==> src/rtl/knn_stream_classifier_pkg.sv <==
// Shared types and width helpers for the streaming KNN top-K classifier.
package knn_pkg;

    typedef enum logic [1:0] {
        ST_COLLECT = 2'd0,
        ST_VOTE    = 2'd1,
        ST_RESULT  = 2'd2
    } state_e;

    function automatic int clog2(input int value);
        int r;
        r = 0;
        for (int v = value - 1; v > 0; v = v >> 1) begin
            r++;
        end
        return r;
    endfunction

    // Counter must reach MAX_ELEMENTS+1 so overflow is observable before saturation.
    function automatic int cnt_width(input int max_elements);
        return clog2(max_elements + 2);
    endfunction

    function automatic int vote_width(input int k);
        return clog2(k + 1);
    endfunction

    localparam logic [63:0] DIST_INF = '1;

endpackage

==> src/rtl/knn_stream_classifier_if.sv <==
// Sample input and result output handshakes of the KNN classifier.
interface knn_stream_classifier_if #(
    parameter int W      = 16,
    parameter int TYPE_W = 3,
    parameter int K      = 5
);
    localparam int VOTE_W = knn_pkg::vote_width(K);

    logic              in_valid;
    logic              in_ready;
    logic [W-1:0]      in_distance;
    logic [TYPE_W-1:0] in_type;
    logic              in_last;
    logic              out_valid;
    logic              out_ready;
    logic [TYPE_W-1:0] out_type;
    logic [VOTE_W-1:0] out_votes;
    logic [W-1:0]      out_min_distance;
    logic              out_overflow;

    modport master (
        output in_valid, in_distance, in_type, in_last, out_ready,
        input  in_ready, out_valid, out_type, out_votes, out_min_distance, out_overflow
    );

    modport slave (
        input  in_valid, in_distance, in_type, in_last, out_ready,
        output in_ready, out_valid, out_type, out_votes, out_min_distance, out_overflow
    );

endinterface

==> src/rtl/knn_topk_insert.sv <==
// K-slot sorted shift-insert buffer; slot 0 holds the nearest sample.
module knn_topk_insert
    import knn_pkg::*;
#(
    parameter int W      = 16,
    parameter int TYPE_W = 3,
    parameter int K      = 5
) (
    input  logic                clk,
    input  logic                rst,
    input  logic                flush_i,
    input  logic                insert_i,
    input  logic [W-1:0]        dist_i,
    input  logic [TYPE_W-1:0]   type_i,
    output logic [K*TYPE_W-1:0] types_o,
    output logic [K-1:0]        valid_o,
    output logic [W-1:0]        dist0_o
);

    logic [W-1:0]      dist_q [K];
    logic [W-1:0]      dist_d [K];
    logic [TYPE_W-1:0] type_q [K];
    logic [TYPE_W-1:0] type_d [K];
    logic [K-1:0]      vld_q, vld_d;
    logic [K-1:0]      gt;

    always_comb begin
        dist_d = dist_q;
        type_d = type_q;
        vld_d  = vld_q;
        // Strictly-greater compare keeps ties in arrival order; empty slots act as infinity.
        for (int k = 0; k < K; k++) begin
            gt[k] = !vld_q[k] || (dist_q[k] > dist_i);
        end
        if (flush_i) begin
            vld_d = '0;
            for (int k = 0; k < K; k++) begin
                dist_d[k] = DIST_INF[W-1:0];
            end
        end else if (insert_i) begin
            if (gt[0]) begin
                dist_d[0] = dist_i;
                type_d[0] = type_i;
                vld_d[0]  = 1'b1;
            end
            for (int k = 1; k < K; k++) begin
                if (gt[k]) begin
                    if (gt[k-1]) begin
                        dist_d[k] = dist_q[k-1];
                        type_d[k] = type_q[k-1];
                        vld_d[k]  = vld_q[k-1];
                    end else begin
                        dist_d[k] = dist_i;
                        type_d[k] = type_i;
                        vld_d[k]  = 1'b1;
                    end
                end
            end
        end
    end

    always_ff @(posedge clk or posedge rst) begin
        if (rst) begin
            vld_q <= '0;
            for (int k = 0; k < K; k++) begin
                dist_q[k] <= DIST_INF[W-1:0];
                type_q[k] <= '0;
            end
        end else begin
            vld_q  <= vld_d;
            dist_q <= dist_d;
            type_q <= type_d;
        end
    end

    always_comb begin
        types_o = '0;
        for (int k = 0; k < K; k++) begin
            types_o[k*TYPE_W +: TYPE_W] = type_q[k];
        end
    end

    assign valid_o = vld_q;
    assign dist0_o = dist_q[0];

endmodule

==> src/rtl/knn_stream_classifier.sv <==
// Streaming top-K selector with K-cycle majority vote over the nearest samples.
// state   | meaning
// COLLECT | accept samples, insert into sorted buffer
// VOTE    | scan slot idx, one per cycle, update per-class counts
// RESULT  | hold result until consumed or cleared
module knn_stream_classifier
    import knn_pkg::*;
#(
    parameter int W            = 16,
    parameter int TYPE_W       = 3,
    parameter int K            = 5,
    parameter int MAX_ELEMENTS = 1024
) (
    input logic                    clk,
    input logic                    rst,
    input logic                    clear,
    knn_stream_classifier_if.slave bus
);

    localparam int NCLS   = 1 << TYPE_W;
    localparam int CNT_W  = cnt_width(MAX_ELEMENTS);
    localparam int VOTE_W = vote_width(K);

    state_e            state_q, state_d;
    logic [VOTE_W-1:0] idx_q, idx_d;
    logic [CNT_W-1:0]  cnt_q, cnt_d;
    logic              ovf_q, ovf_d;
    logic [VOTE_W-1:0] vote_q [NCLS];
    logic [VOTE_W-1:0] vote_d [NCLS];
    logic [TYPE_W-1:0] best_type_q, best_type_d;
    logic [VOTE_W-1:0] best_cnt_q, best_cnt_d;
    logic              out_valid_q, out_valid_d;
    logic [TYPE_W-1:0] out_type_q, out_type_d;
    logic [VOTE_W-1:0] out_votes_q, out_votes_d;
    logic [W-1:0]      out_min_q, out_min_d;
    logic              out_ovf_q, out_ovf_d;

    logic [K*TYPE_W-1:0] slot_types;
    logic [K-1:0]        slot_valid;
    logic [W-1:0]        slot0_dist;
    logic                in_ready_w, accept, flush;
    logic [TYPE_W-1:0]   sel_type;
    logic                sel_vld;
    logic [VOTE_W-1:0]   inc;

    assign in_ready_w = (state_q == ST_COLLECT) && !rst;
    assign accept     = bus.in_valid && in_ready_w;
    assign flush      = clear || ((state_q == ST_RESULT) && bus.out_ready);

    knn_topk_insert #(.W(W), .TYPE_W(TYPE_W), .K(K)) u_topk (
        .clk      (clk),
        .rst      (rst),
        .flush_i  (flush),
        .insert_i (accept && !clear),
        .dist_i   (bus.in_distance),
        .type_i   (bus.in_type),
        .types_o  (slot_types),
        .valid_o  (slot_valid),
        .dist0_o  (slot0_dist)
    );

    always_comb begin
        state_d     = state_q;
        idx_d       = idx_q;
        cnt_d       = cnt_q;
        ovf_d       = ovf_q;
        vote_d      = vote_q;
        best_type_d = best_type_q;
        best_cnt_d  = best_cnt_q;
        out_valid_d = out_valid_q;
        out_type_d  = out_type_q;
        out_votes_d = out_votes_q;
        out_min_d   = out_min_q;
        out_ovf_d   = out_ovf_q;
        sel_type    = '0;
        sel_vld     = 1'b0;
        for (int k = 0; k < K; k++) begin
            if (idx_q == VOTE_W'(k)) begin
                sel_type = slot_types[k*TYPE_W +: TYPE_W];
                sel_vld  = slot_valid[k];
            end
        end
        inc = vote_q[sel_type] + VOTE_W'(1);

        case (state_q)
            ST_COLLECT: begin
                if (accept) begin
                    if (cnt_q != '1) cnt_d = cnt_q + CNT_W'(1);
                    if (cnt_q >= CNT_W'(MAX_ELEMENTS)) ovf_d = 1'b1;
                    if (bus.in_last) begin
                        state_d     = ST_VOTE;
                        idx_d       = '0;
                        best_type_d = '0;
                        best_cnt_d  = '0;
                        for (int c = 0; c < NCLS; c++) vote_d[c] = '0;
                    end
                end
            end
            ST_VOTE: begin
                if (sel_vld) begin
                    vote_d[sel_type] = inc;
                    // Strict compare: the class that first reached the maximum keeps it.
                    if (inc > best_cnt_q) begin
                        best_type_d = sel_type;
                        best_cnt_d  = inc;
                    end
                end
                if (idx_q == VOTE_W'(K - 1)) begin
                    state_d     = ST_RESULT;
                    out_valid_d = 1'b1;
                    out_type_d  = best_type_d;
                    out_votes_d = best_cnt_d;
                    out_min_d   = slot0_dist;
                    out_ovf_d   = ovf_q;
                end else begin
                    idx_d = idx_q + VOTE_W'(1);
                end
            end
            ST_RESULT: ;
            default: state_d = ST_COLLECT;
        endcase

        if (flush) begin
            state_d     = ST_COLLECT;
            idx_d       = '0;
            cnt_d       = '0;
            ovf_d       = 1'b0;
            best_type_d = '0;
            best_cnt_d  = '0;
            out_valid_d = 1'b0;
            out_type_d  = '0;
            out_votes_d = '0;
            out_min_d   = '0;
            out_ovf_d   = 1'b0;
            for (int c = 0; c < NCLS; c++) vote_d[c] = '0;
        end
    end

    always_ff @(posedge clk or posedge rst) begin
        if (rst) begin
            state_q     <= ST_COLLECT;
            idx_q       <= '0;
            cnt_q       <= '0;
            ovf_q       <= 1'b0;
            best_type_q <= '0;
            best_cnt_q  <= '0;
            out_valid_q <= 1'b0;
            out_type_q  <= '0;
            out_votes_q <= '0;
            out_min_q   <= '0;
            out_ovf_q   <= 1'b0;
            for (int c = 0; c < NCLS; c++) vote_q[c] <= '0;
        end else begin
            state_q     <= state_d;
            idx_q       <= idx_d;
            cnt_q       <= cnt_d;
            ovf_q       <= ovf_d;
            best_type_q <= best_type_d;
            best_cnt_q  <= best_cnt_d;
            out_valid_q <= out_valid_d;
            out_type_q  <= out_type_d;
            out_votes_q <= out_votes_d;
            out_min_q   <= out_min_d;
            out_ovf_q   <= out_ovf_d;
            vote_q      <= vote_d;
        end
    end

    assign bus.in_ready         = in_ready_w;
    assign bus.out_valid        = out_valid_q;
    assign bus.out_type         = out_type_q;
    assign bus.out_votes        = out_votes_q;
    assign bus.out_min_distance = out_min_q;
    assign bus.out_overflow     = out_ovf_q;

endmodule

==> src/flat_wrapper.sv <==
// flat-port wrapper written by rule: the top's interface ports become plain ports
module knn_stream_classifier_flat import knn_pkg::*;
#(
    parameter int W            = 16,
    parameter int TYPE_W       = 3,
    parameter int K            = 5,
    parameter int MAX_ELEMENTS = 1024
)
  (clk, rst, clear, bus_in_valid, bus_in_distance, bus_in_type, bus_in_last, bus_out_ready, bus_in_ready, bus_out_valid, bus_out_type, bus_out_votes, bus_out_min_distance, bus_out_overflow);
  knn_stream_classifier_if #(.W(W), .TYPE_W(TYPE_W), .K(K)) bus_i ();
  input logic clk;
  input logic rst;
  input logic clear;
  input wire logic [$bits(bus_i.in_valid)-1:0] bus_in_valid;
  input wire logic [$bits(bus_i.in_distance)-1:0] bus_in_distance;
  input wire logic [$bits(bus_i.in_type)-1:0] bus_in_type;
  input wire logic [$bits(bus_i.in_last)-1:0] bus_in_last;
  input wire logic [$bits(bus_i.out_ready)-1:0] bus_out_ready;
  output wire logic [$bits(bus_i.in_ready)-1:0] bus_in_ready;
  output wire logic [$bits(bus_i.out_valid)-1:0] bus_out_valid;
  output wire logic [$bits(bus_i.out_type)-1:0] bus_out_type;
  output wire logic [$bits(bus_i.out_votes)-1:0] bus_out_votes;
  output wire logic [$bits(bus_i.out_min_distance)-1:0] bus_out_min_distance;
  output wire logic [$bits(bus_i.out_overflow)-1:0] bus_out_overflow;
  assign bus_i.in_valid = bus_in_valid;
  assign bus_i.in_distance = bus_in_distance;
  assign bus_i.in_type = bus_in_type;
  assign bus_i.in_last = bus_in_last;
  assign bus_i.out_ready = bus_out_ready;
  assign bus_in_ready = bus_i.in_ready;
  assign bus_out_valid = bus_i.out_valid;
  assign bus_out_type = bus_i.out_type;
  assign bus_out_votes = bus_i.out_votes;
  assign bus_out_min_distance = bus_i.out_min_distance;
  assign bus_out_overflow = bus_i.out_overflow;
  knn_stream_classifier #(.W(W), .TYPE_W(TYPE_W), .K(K), .MAX_ELEMENTS(MAX_ELEMENTS)) u_core (.clk(clk), .rst(rst), .clear(clear), .bus(bus_i));
endmodule
==> config.mk <==
export PLATFORM = sky130hd
export DESIGN_NAME = knn_stream_classifier_flat
export DESIGN_NICKNAME = d
export VERILOG_FILES = /design/src/rtl/knn_stream_classifier_pkg.sv /design/src/rtl/knn_stream_classifier_if.sv /design/src/rtl/knn_topk_insert.sv /design/src/rtl/knn_stream_classifier.sv /design/src/flat_wrapper.sv
export SDC_FILE = /design/constraint.sdc
export NUM_CORES = 1
export LEC_CHECK = 0
export CAP_MARGIN = 10
export CORE_AREA = 2 2 133 135
export CTS_BUF_LIST = sky130_fd_sc_hd__clkbuf_16
export CTS_CLUSTER_DIAMETER = 120
export DETAILED_ROUTE_END_ITERATION = 7
export DIE_AREA = 0 0 135 137
export GPL_TIMING_DRIVEN = 0
export HOLD_SLACK_MARGIN = 0.15
export PLACE_DENSITY = 0.78
export SLEW_MARGIN = 25
export SYNTH_ARGS = -nofsm -noshare
export SYNTH_HDL_FRONTEND = slang
export SYNTH_SLANG_ARGS = --single-unit
==> constraint.sdc <==
create_clock -name clk -period 7.1 [get_ports clk]
set_clock_uncertainty 0.05 [all_clocks]
set_input_delay 1.42 -clock clk [delete_from_list [all_inputs] [get_ports clk]]
set_output_delay 1.42 -clock clk [all_outputs]
set_load 0.1 [all_outputs]
# After elaboration in Yosys (flattened, before gate mapping)
# Cells that the tools add are included.
# Widths: inputs -> output; s select.
dict set report word_totals {
  regBits 171
  input_bits 25
  output_inout_bits 25
  word_cells 199
}
dict set report classes {
  addsub 3
  order_cmp 9
  eq_ne 13
  mux 88
  bitwise 2
  n_reduce_logical 50
}
# cell n
set op_table {}
lappend op_table {{$mux 16} 12}
lappend op_table {{$mux 80} 2}
lappend op_table {{$mux 24} 4}
lappend op_table {{$mux 3} 28}
lappend op_table {{$gt 16x16->1} 5}
lappend op_table {{$pmux 24 s2} 1}
lappend op_table {{$mux 11} 4}
lappend op_table {{$bwmux 24} 1}
lappend op_table {{$mux 1} 24}
lappend op_table {{$reduce_and 3->1} 8}
lappend op_table {{$reduce_bool 2->1} 12}
lappend op_table {{$pmux 3 s2} 3}
lappend op_table {{$reduce_and 2->1} 6}
lappend op_table {{$reduce_and 4->1} 3}
lappend op_table {{$add 11x1->11 const B} 1}
lappend op_table {{$ge 11x11->1 const B} 1}
lappend op_table {{$ne 11x11->1 const B} 1}
lappend op_table {{$mux 5} 2}
lappend op_table {{$bmux 3 s3} 1}
lappend op_table {{$demux 3 s3} 1}
lappend op_table {{$ne 3x1->1 const B} 3}
lappend op_table {{$mux 2} 4}
lappend op_table {{$logic_not 1->1} 7}
lappend op_table {{$add 3x1->3 const B} 2}
lappend op_table {{other kinds (18)} 29}

# Longest topological paths before layout
dict set report depth {
  depth_word 17
  depth_mapped 22
  depth_no_buf 17
}

# Modules after synthesis
# From an unflattened synthesis, not the netlist that was laid out.
dict set report unflattened {
  cells_unflattened 1040
  area_unflattened_um2 10669.0
}
# module instances cells_per_inst area_per_inst_um2 seq_area_each_um2
set modules_own_cells {}
lappend modules_own_cells {knn_topk_insert 1 694 7085.5 2602.5}
lappend modules_own_cells {knn_stream_classifier 1 346 3583.4 1776.7}

# Least setup slack after synthesis
# OpenSTA, ideal clock, no wires.
dict set report synth_path {
  kind {input to register}
  start {input rst}
  end {register u_core.u_topk.dist_q[16] in the netlist's numbering}
  setup_time_ns 0.080
  arrival_time_ns 5.253
  required_time_ns 6.970
  path_slack_ns 1.717
  path_stages 6
  path_buffers 1
  cell_sequence {nor3_1 -> nand2_1 -> nor2_1 -> nand4_1 -> clkbuf_1 -> o221a_2}
}
dict set report synth_via {
  elab_chain_cells 6
}
# item line_no
set synth_rtl {}
lappend synth_rtl {{start: declaration} flat_wrapper.sv:12} ;# input logic rst;
lappend synth_rtl {{$logic_not 1->1} knn_stream_classifier.sv:46} ;# assign in_ready_w = (state_q == ST_COLLECT) && !rst;
lappend synth_rtl {{$logic_and 1x1->1} knn_stream_classifier.sv:46}
lappend synth_rtl {{$logic_and 1x1->1} knn_stream_classifier.sv:47} ;# assign accept = bus.in_valid && in_ready_w;
lappend synth_rtl {{$logic_and 1x1->1} knn_stream_classifier.sv:54} ;# .insert_i (accept && !clear),
lappend synth_rtl {{$reduce_bool 2->1 (no source line)} -}
lappend synth_rtl {{$reduce_and 2->1 (no source line)} -}
lappend synth_rtl {{end signal: indexed assignment} knn_topk_insert.sv:66} ;# dist_q[k] <= DIST_INF[W-1:0];
lappend synth_rtl {{end signal: assignment} knn_topk_insert.sv:71} ;# dist_q <= dist_d;
lappend synth_rtl {{end: declaration} knn_topk_insert.sv:20} ;# logic [W-1:0] dist_q [K];
# No other way between the ends.
# A chain may end at the register's enable or synchronous reset.

# Worst setup path in the final report
dict set report layout_path {
  start {register u_core.idx_q[0]}
  end {register u_core.out_votes_q[1], in the netlist u_core.bus.out_votes[1]}
}
dict set report layout_via {
  elab_chain_cells 17
  word_cells_on_any_way 28
  cone_classes {1 x add/sub; 1 x order compare; 4 x eq/ne; 18 x mux; 1 x bitwise; 3 x reduce/logical}
}
# item line_no
set layout_rtl {}
lappend layout_rtl {{start: declaration} knn_stream_classifier.sv:25} ;# logic [VOTE_W-1:0] idx_q, idx_d;
lappend layout_rtl {{start signal: assignment} knn_stream_classifier.sv:155} ;# idx_q <= idx_d;
lappend layout_rtl {{$logic_not 3->1} knn_stream_classifier.sv:78} ;# if (idx_q == VOTE_W'(k)) begin
lappend layout_rtl {{$mux 3 (5 in series)} knn_stream_classifier.sv:78}
lappend layout_rtl {{$not 3->4 (not written as such)} knn_stream_classifier.sv:83} ;# inc = vote_q[sel_type] + VOTE_W'(1);
lappend layout_rtl {{$bmux 3 s3} knn_stream_classifier.sv:83}
lappend layout_rtl {{$mux 3 (not written as such) (2 in series)} knn_stream_classifier.sv:83}
lappend layout_rtl {{$add 3x1->3} knn_stream_classifier.sv:83}
lappend layout_rtl {{$gt 3x3->1} knn_stream_classifier.sv:103} ;# if (inc > best_cnt_q) begin
lappend layout_rtl {{$mux 3} knn_stream_classifier.sv:103}
lappend layout_rtl {{$mux 3} knn_stream_classifier.sv:100} ;# if (sel_vld) begin
lappend layout_rtl {{$mux 3} knn_stream_classifier.sv:108} ;# if (idx_q == VOTE_W'(K - 1)) begin
lappend layout_rtl {{$mux 3} knn_stream_classifier.sv:85} ;# case (state_q)
lappend layout_rtl {{$mux 3} knn_stream_classifier.sv:123} ;# if (flush) begin
lappend layout_rtl {{end signal: assignment} knn_stream_classifier.sv:162} ;# out_votes_q <= out_votes_d;
lappend layout_rtl {{end: declaration} knn_stream_classifier.sv:34} ;# logic [VOTE_W-1:0] out_votes_q, out_votes_d;
# Parallel ways exist; a longest one is shown, timed or not. The select of a mux whose other input is x is not followed.

==> results.rst <==
.. list-table::
   :header-rows: 1

   * - Metric
     - Value
   * - Most numerous cell on the critical path
     - ha_1
   * - Sequence of cells on the critical path
     - ha_1 > ha_1 > or2_1 > buf_2 > a221oi_1 > nor2_1 > a21oi_1 > a221oi_1 > a31oi_1 > buf_2 > inv_1 > ha_1 > xor2_2 > ha_1 > a311oi_1 > buf_2 > mux2i_1 > o21ai_1
   * - Worst reg2reg path startpoint
     - u_core.idx_q[0]$_DFFE_PP0P_
   * - Post-route standard cell area excluding fillers
     - around 0.011 mm^2
   * - Number of instances in the synthesized netlist
     - ~950
   * - Number of antenna violations at the first check in global routing
     - 0
   * - Vias post-DR
     - around 8100
   * - Number of cells on the worst reg-to-reg path
     - 18
   * - Hold Vio Cnt, Final
     - 0
   * - Total iterations of the first detailed-routing run
     - 6
   * - Yosys cell types
     - 65
   * - Arrival time worst endpoint
     - between 5000 and 6000 ps
   * - Number of vias per cell
     - between 6 and 7
   * - Part of the Yosys area used for sequential elements
     - 0.437
   * - Count of final setup violators
     - 0
   * - CTS hold repair buffers
     - 0
   * - Clk Latency, worst-skew pair
     - about 440 ps
   * - Most instantiated flip-flop cell in the synthesis netlist
     - dfrtp_1
   * - Syn Nets
     - approximately 1100
   * - Count of inserted antenna diode cells
     - 0
   * - Total of cells resized after clock tree synthesis
     - 0
   * - Time the worst path needs with I/O delays and setup
     - 5160 ps
   * - Tot Pwr
     - about 2500 uW
   * - Max FO, Critical Path
     - 10
   * - Slew at the pin closest to its max-slew limit
     - slightly below 1000 ps
   * - Count of clock tree sinks
     - 171
   * - Core occupancy in the finished layout
     - 0.670
   * - Row Count
     - between 40 and 50
   * - Cell Count Post-Placement
     - 1229
   * - Count of cells along the worst hold path
     - 2
   * - Pre-CTS setup slack
     - 1890 ps
   * - Leakage power of the design
     - 0.00497 uW
   * - Buffers from clock root to sink, at most
     - 2
   * - Power density relative to cell area
     - 216 mW/mm^2
   * - Number of buffers and inverters on the critical path
     - 4
   * - Buffers added on ports
     - between 40 and 50
   * - Max Slew Vio Count
     - 0
   * - Crit Reg-Reg Endpoint
     - u_core.bus.out_votes[1]$_DFFE_PP0P_
   * - Outcome
     - finished clean
   * - Global route overflow
     - 0
   * - Type of element launching the critical path
     - flip-flop
   * - Post-route non-filler standard cell count
     - around 1300
   * - GRT Total Usage
     - 0.295
   * - Register clock-pin slew on the reported worst setup and hold paths
     - around 70 ps
   * - Max Fclk
     - between 0.15 and 0.2 GHz
   * - Placed inst area
     - 0.0108 mm^2
   * - Area of the placeable core
     - 0.0171 mm^2
   * - Async SR Flop Fraction
     - 1.00
   * - Number of global-route vias before repair
     - just over 8000
   * - Yosys warning total
     - 0
   * - Category of cells accounting for the largest share of critical-path delay
     - compound AO/OA/AOI/OAI gates
   * - Half-perimeter wire length after placement
     - roughly 19 mm
   * - Slack of the worst reg-to-reg path
     - 1940 ps
   * - Flops & latches, synth
     - between 150 and 200
   * - Area growth, synth to finish
     - 14.0%
   * - Total length of routed wires
     - 26.2 mm
   * - CTS tree
     - done
   * - Number of flops mapped to enable cells by yosys
     - 0
   * - HP Start
     - u_core.bus.out_type[1]$_DFFE_PP0P_
   * - Vertical extent of the die
     - approximately 140 um
   * - Element type at the critical path end
     - flip-flop
   * - Kind of critical path
     - reg2reg
   * - Starting DRC count in detailed routing
     - a little over 500
   * - Setup repair after global routing missed its margin
     - no
   * - I/O pin cnt
     - 50
   * - Initial standard-cell utilization of the core
     - 0.588
   * - Worst min path class
     - reg2reg
   * - Master cell of the clock root buffer
     - clkbuf_16
   * - Wire length of the first global-routing pass
     - 42.4 mm
   * - Cell with the largest stage delay on the worst path
     - a311oi_1
   * - Synthesized area
     - 0.0100 mm^2
   * - X dimension of the die
     - roughly 140 um
   * - Endpoint required time on the critical path
     - around 7400 ps
   * - Routability cong.
     - roughly 0.93
   * - Sink of the worst hold path
     - u_core.bus.out_type[1]$_DFFE_PP0P_
   * - Peak supply drop
     - around 0.23 mV
   * - Share of post-route cells with drive strength above 1
     - 0.153
   * - Maxcap violations
     - 0
   * - Slowest Stage Delay on Critical Path
     - 650 ps
   * - Number of buffers inserted during clock tree synthesis
     - 17
   * - Die ar.
     - 0.0185 mm^2
   * - DRC viols
     - 0
   * - Number of nets still failing antenna checks after routing
     - 0
   * - CTS HTree Levels
     - 4
   * - Slew Limit Headroom
     - 0.349
   * - Period Utilization, post-route
     - 0.726
   * - Routed length per instance
     - 20.8 um
   * - Maximum number of pins on one net before global-route repair
     - between 90 and 100
   * - Setup WS post-layout
     - approximately 2000 ps
   * - Buffers inserted by post-CTS timing repair
     - 0
   * - Post-synthesis area per instance
     - between 10 and 15 um^2
   * - Number of nets at the end of the flow
     - around 1100
-- placed cells by master, fill, tap and decap left out, types with 20 or more instances in the layout --
| master | count |
|---|---|
| mux2i_1 | 63 |
| a32o_1 | 20 |
| ha_1 | 90 |
| clkbuf_1 | 29 |
| nand2_1 | 57 |
| inv_1 | 54 |
| dfstp_2 | 80 |
| a21oi_1 | 54 |
| nor3_1 | 21 |
| dfrtp_1 | 91 |
| clkdlybuf4s50_1 | 49 |
| nand4_1 | 20 |
| o21ai_0 | 43 |
| a22o_1 | 27 |
| nor2_1 | 46 |
-- where the power goes --
part	switching (uW)	total, uW	internal, uW
Clock	413	967	554
Sequential	37.1	1060	1020
Combinational	280	439	159
-- synth_stat cells (3+ instances only) --
library cell	number	area, um^2
o21ai_0	43	215
a21o_1	15	113
mux2i_1	63	631
clkbuf_1	29	109
a21oi_1	54	270
nand3_1	15	75.1
ha_1	90	1130
nand2_1	57	214
or3_1	16	100
a2111oi_0	4	35.0
mux2_2	6	67.6
inv_1	54	203
o2111ai_1	4	35.0
xor2_1	6	52.6
a22o_1	27	236
a32o_1	20	200
nand3b_1	6	45.0
dfrtp_1	91	2280
o22a_1	17	149
o21ai_1	6	30.0
buf_2	13	65.1
nor2_1	46	173
and2_1	5	31.3
o221a_2	17	191
a22oi_1	18	135
a2bb2oi_1	16	140
xnor2_1	3	26.3
o21a_1	16	120
nor4_1	7	43.8
nor3_1	21	105
a211oi_1	4	30.0
nand4_1	20	125
mux2_1	4	45.0
a221oi_1	3	26.3
a31oi_1	6	37.5
dfstp_2	80	2100
nor2b_1	11	68.8
-- sequential cells by signal, summed over array words and instances (netlist names), 2 cells and up --
signal	flops
u_core.u_topk.dist_q	64
u_core.bus.out_min_distance	16
u_core.state_q	2
u_core.best_cnt_q	3
u_core.u_topk.valid_o	5
u_core.bus.out_votes	3
u_core.u_topk.dist0_o	16
u_core.u_topk.types_o	15
u_core.best_type_q	3
u_core.cnt_q	11
u_core.idx_q	3
u_core.vote_q	24
u_core.bus.out_type	3
-- stage by stage --
| stage | hold slack, ps | TNS [ps] |
|---|---|---|
| after floorplan | 395 | 0 |
| after global placement | 408 | -104390 |
| after detailed placement | 416 | 0 |
| after CTS | 431 | 0 |
| after global routing | 456 | 0 |
| final | 428 | 0 |
-- cell type report --
class / count / area (um^2)
sequential: 171 / 4380
clock inverter: 15 / 174
tap: 225 / 282
fill: 1387 / 5620
multi-input combinational: 687 / 5270
timing repair buffer: 50 / 518
buffer: 42 / 174
inverter: 54 / 210
clock buffer: 17 / 425
-- worst max-delay path by stage --
stage                                start                                     endpoint  slack, ps  depth (start not counted)
2_1_floorplan                          rst             u_core.best_cnt_q[0]$_DFFE_PP0P_       1130                          1
3_3_place_gp                           rst  u_core.bus.out_min_distance[12]$_DFFE_PP0P_      -1170                          2
3_5_place_dp            bus_in_distance[7]         u_core.u_topk.dist_q[40]$_DFFE_PP1P_       1890                         10
4_1_cts        u_core.idx_q[0]$_DFFE_PP0P_          u_core.bus.out_votes[1]$_DFFE_PP0P_       1980                         18
5_1_grt        u_core.idx_q[0]$_DFFE_PP0P_            u_core.best_type_q[1]$_DFFE_PP0P_       1430                         18
6_report       u_core.idx_q[0]$_DFFE_PP0P_          u_core.bus.out_votes[1]$_DFFE_PP0P_       1940                         18
-- worst register-to-register path, stage by stage (launching register included) --
cell      delay (ps)
dfrtp_1          430
ha_1             220
ha_1             250
or2_1            220
buf_2            150
a221oi_1         370
nor2_1           280
a21oi_1          240
a221oi_1         100
a31oi_1          190
buf_2            290
inv_1            110
ha_1             280
xor2_2           290
ha_1             300
a311oi_1         650
buf_2            330
mux2i_1          220
o21ai_1           70
-- cells by family (layout without fill, tap and decap cells) --
kind of cell,after synthesis,count (layout),synth area share
AO/OA/AOI/OAI,299,299,0.224
XOR/XNOR,10,10,0.00948
adder cells (fa/ha/maj),90,90,0.112
buffers and inverters,96,178,0.0375
flip-flops,171,171,0.437
multiplexers,73,73,0.0741
AND/OR/NAND/NOR,215,215,0.106
-- routing by layer --
metal  vias up  part of all wire  track usage
met2       276              0.50        0.504
met5         -                 0            0
met1      4023              0.42        0.376
li1       3762                 -            -
met3        51             0.054       0.0533
met4         0             0.025        0.107
No activity file was read; power rests on OpenSTA's default activity.
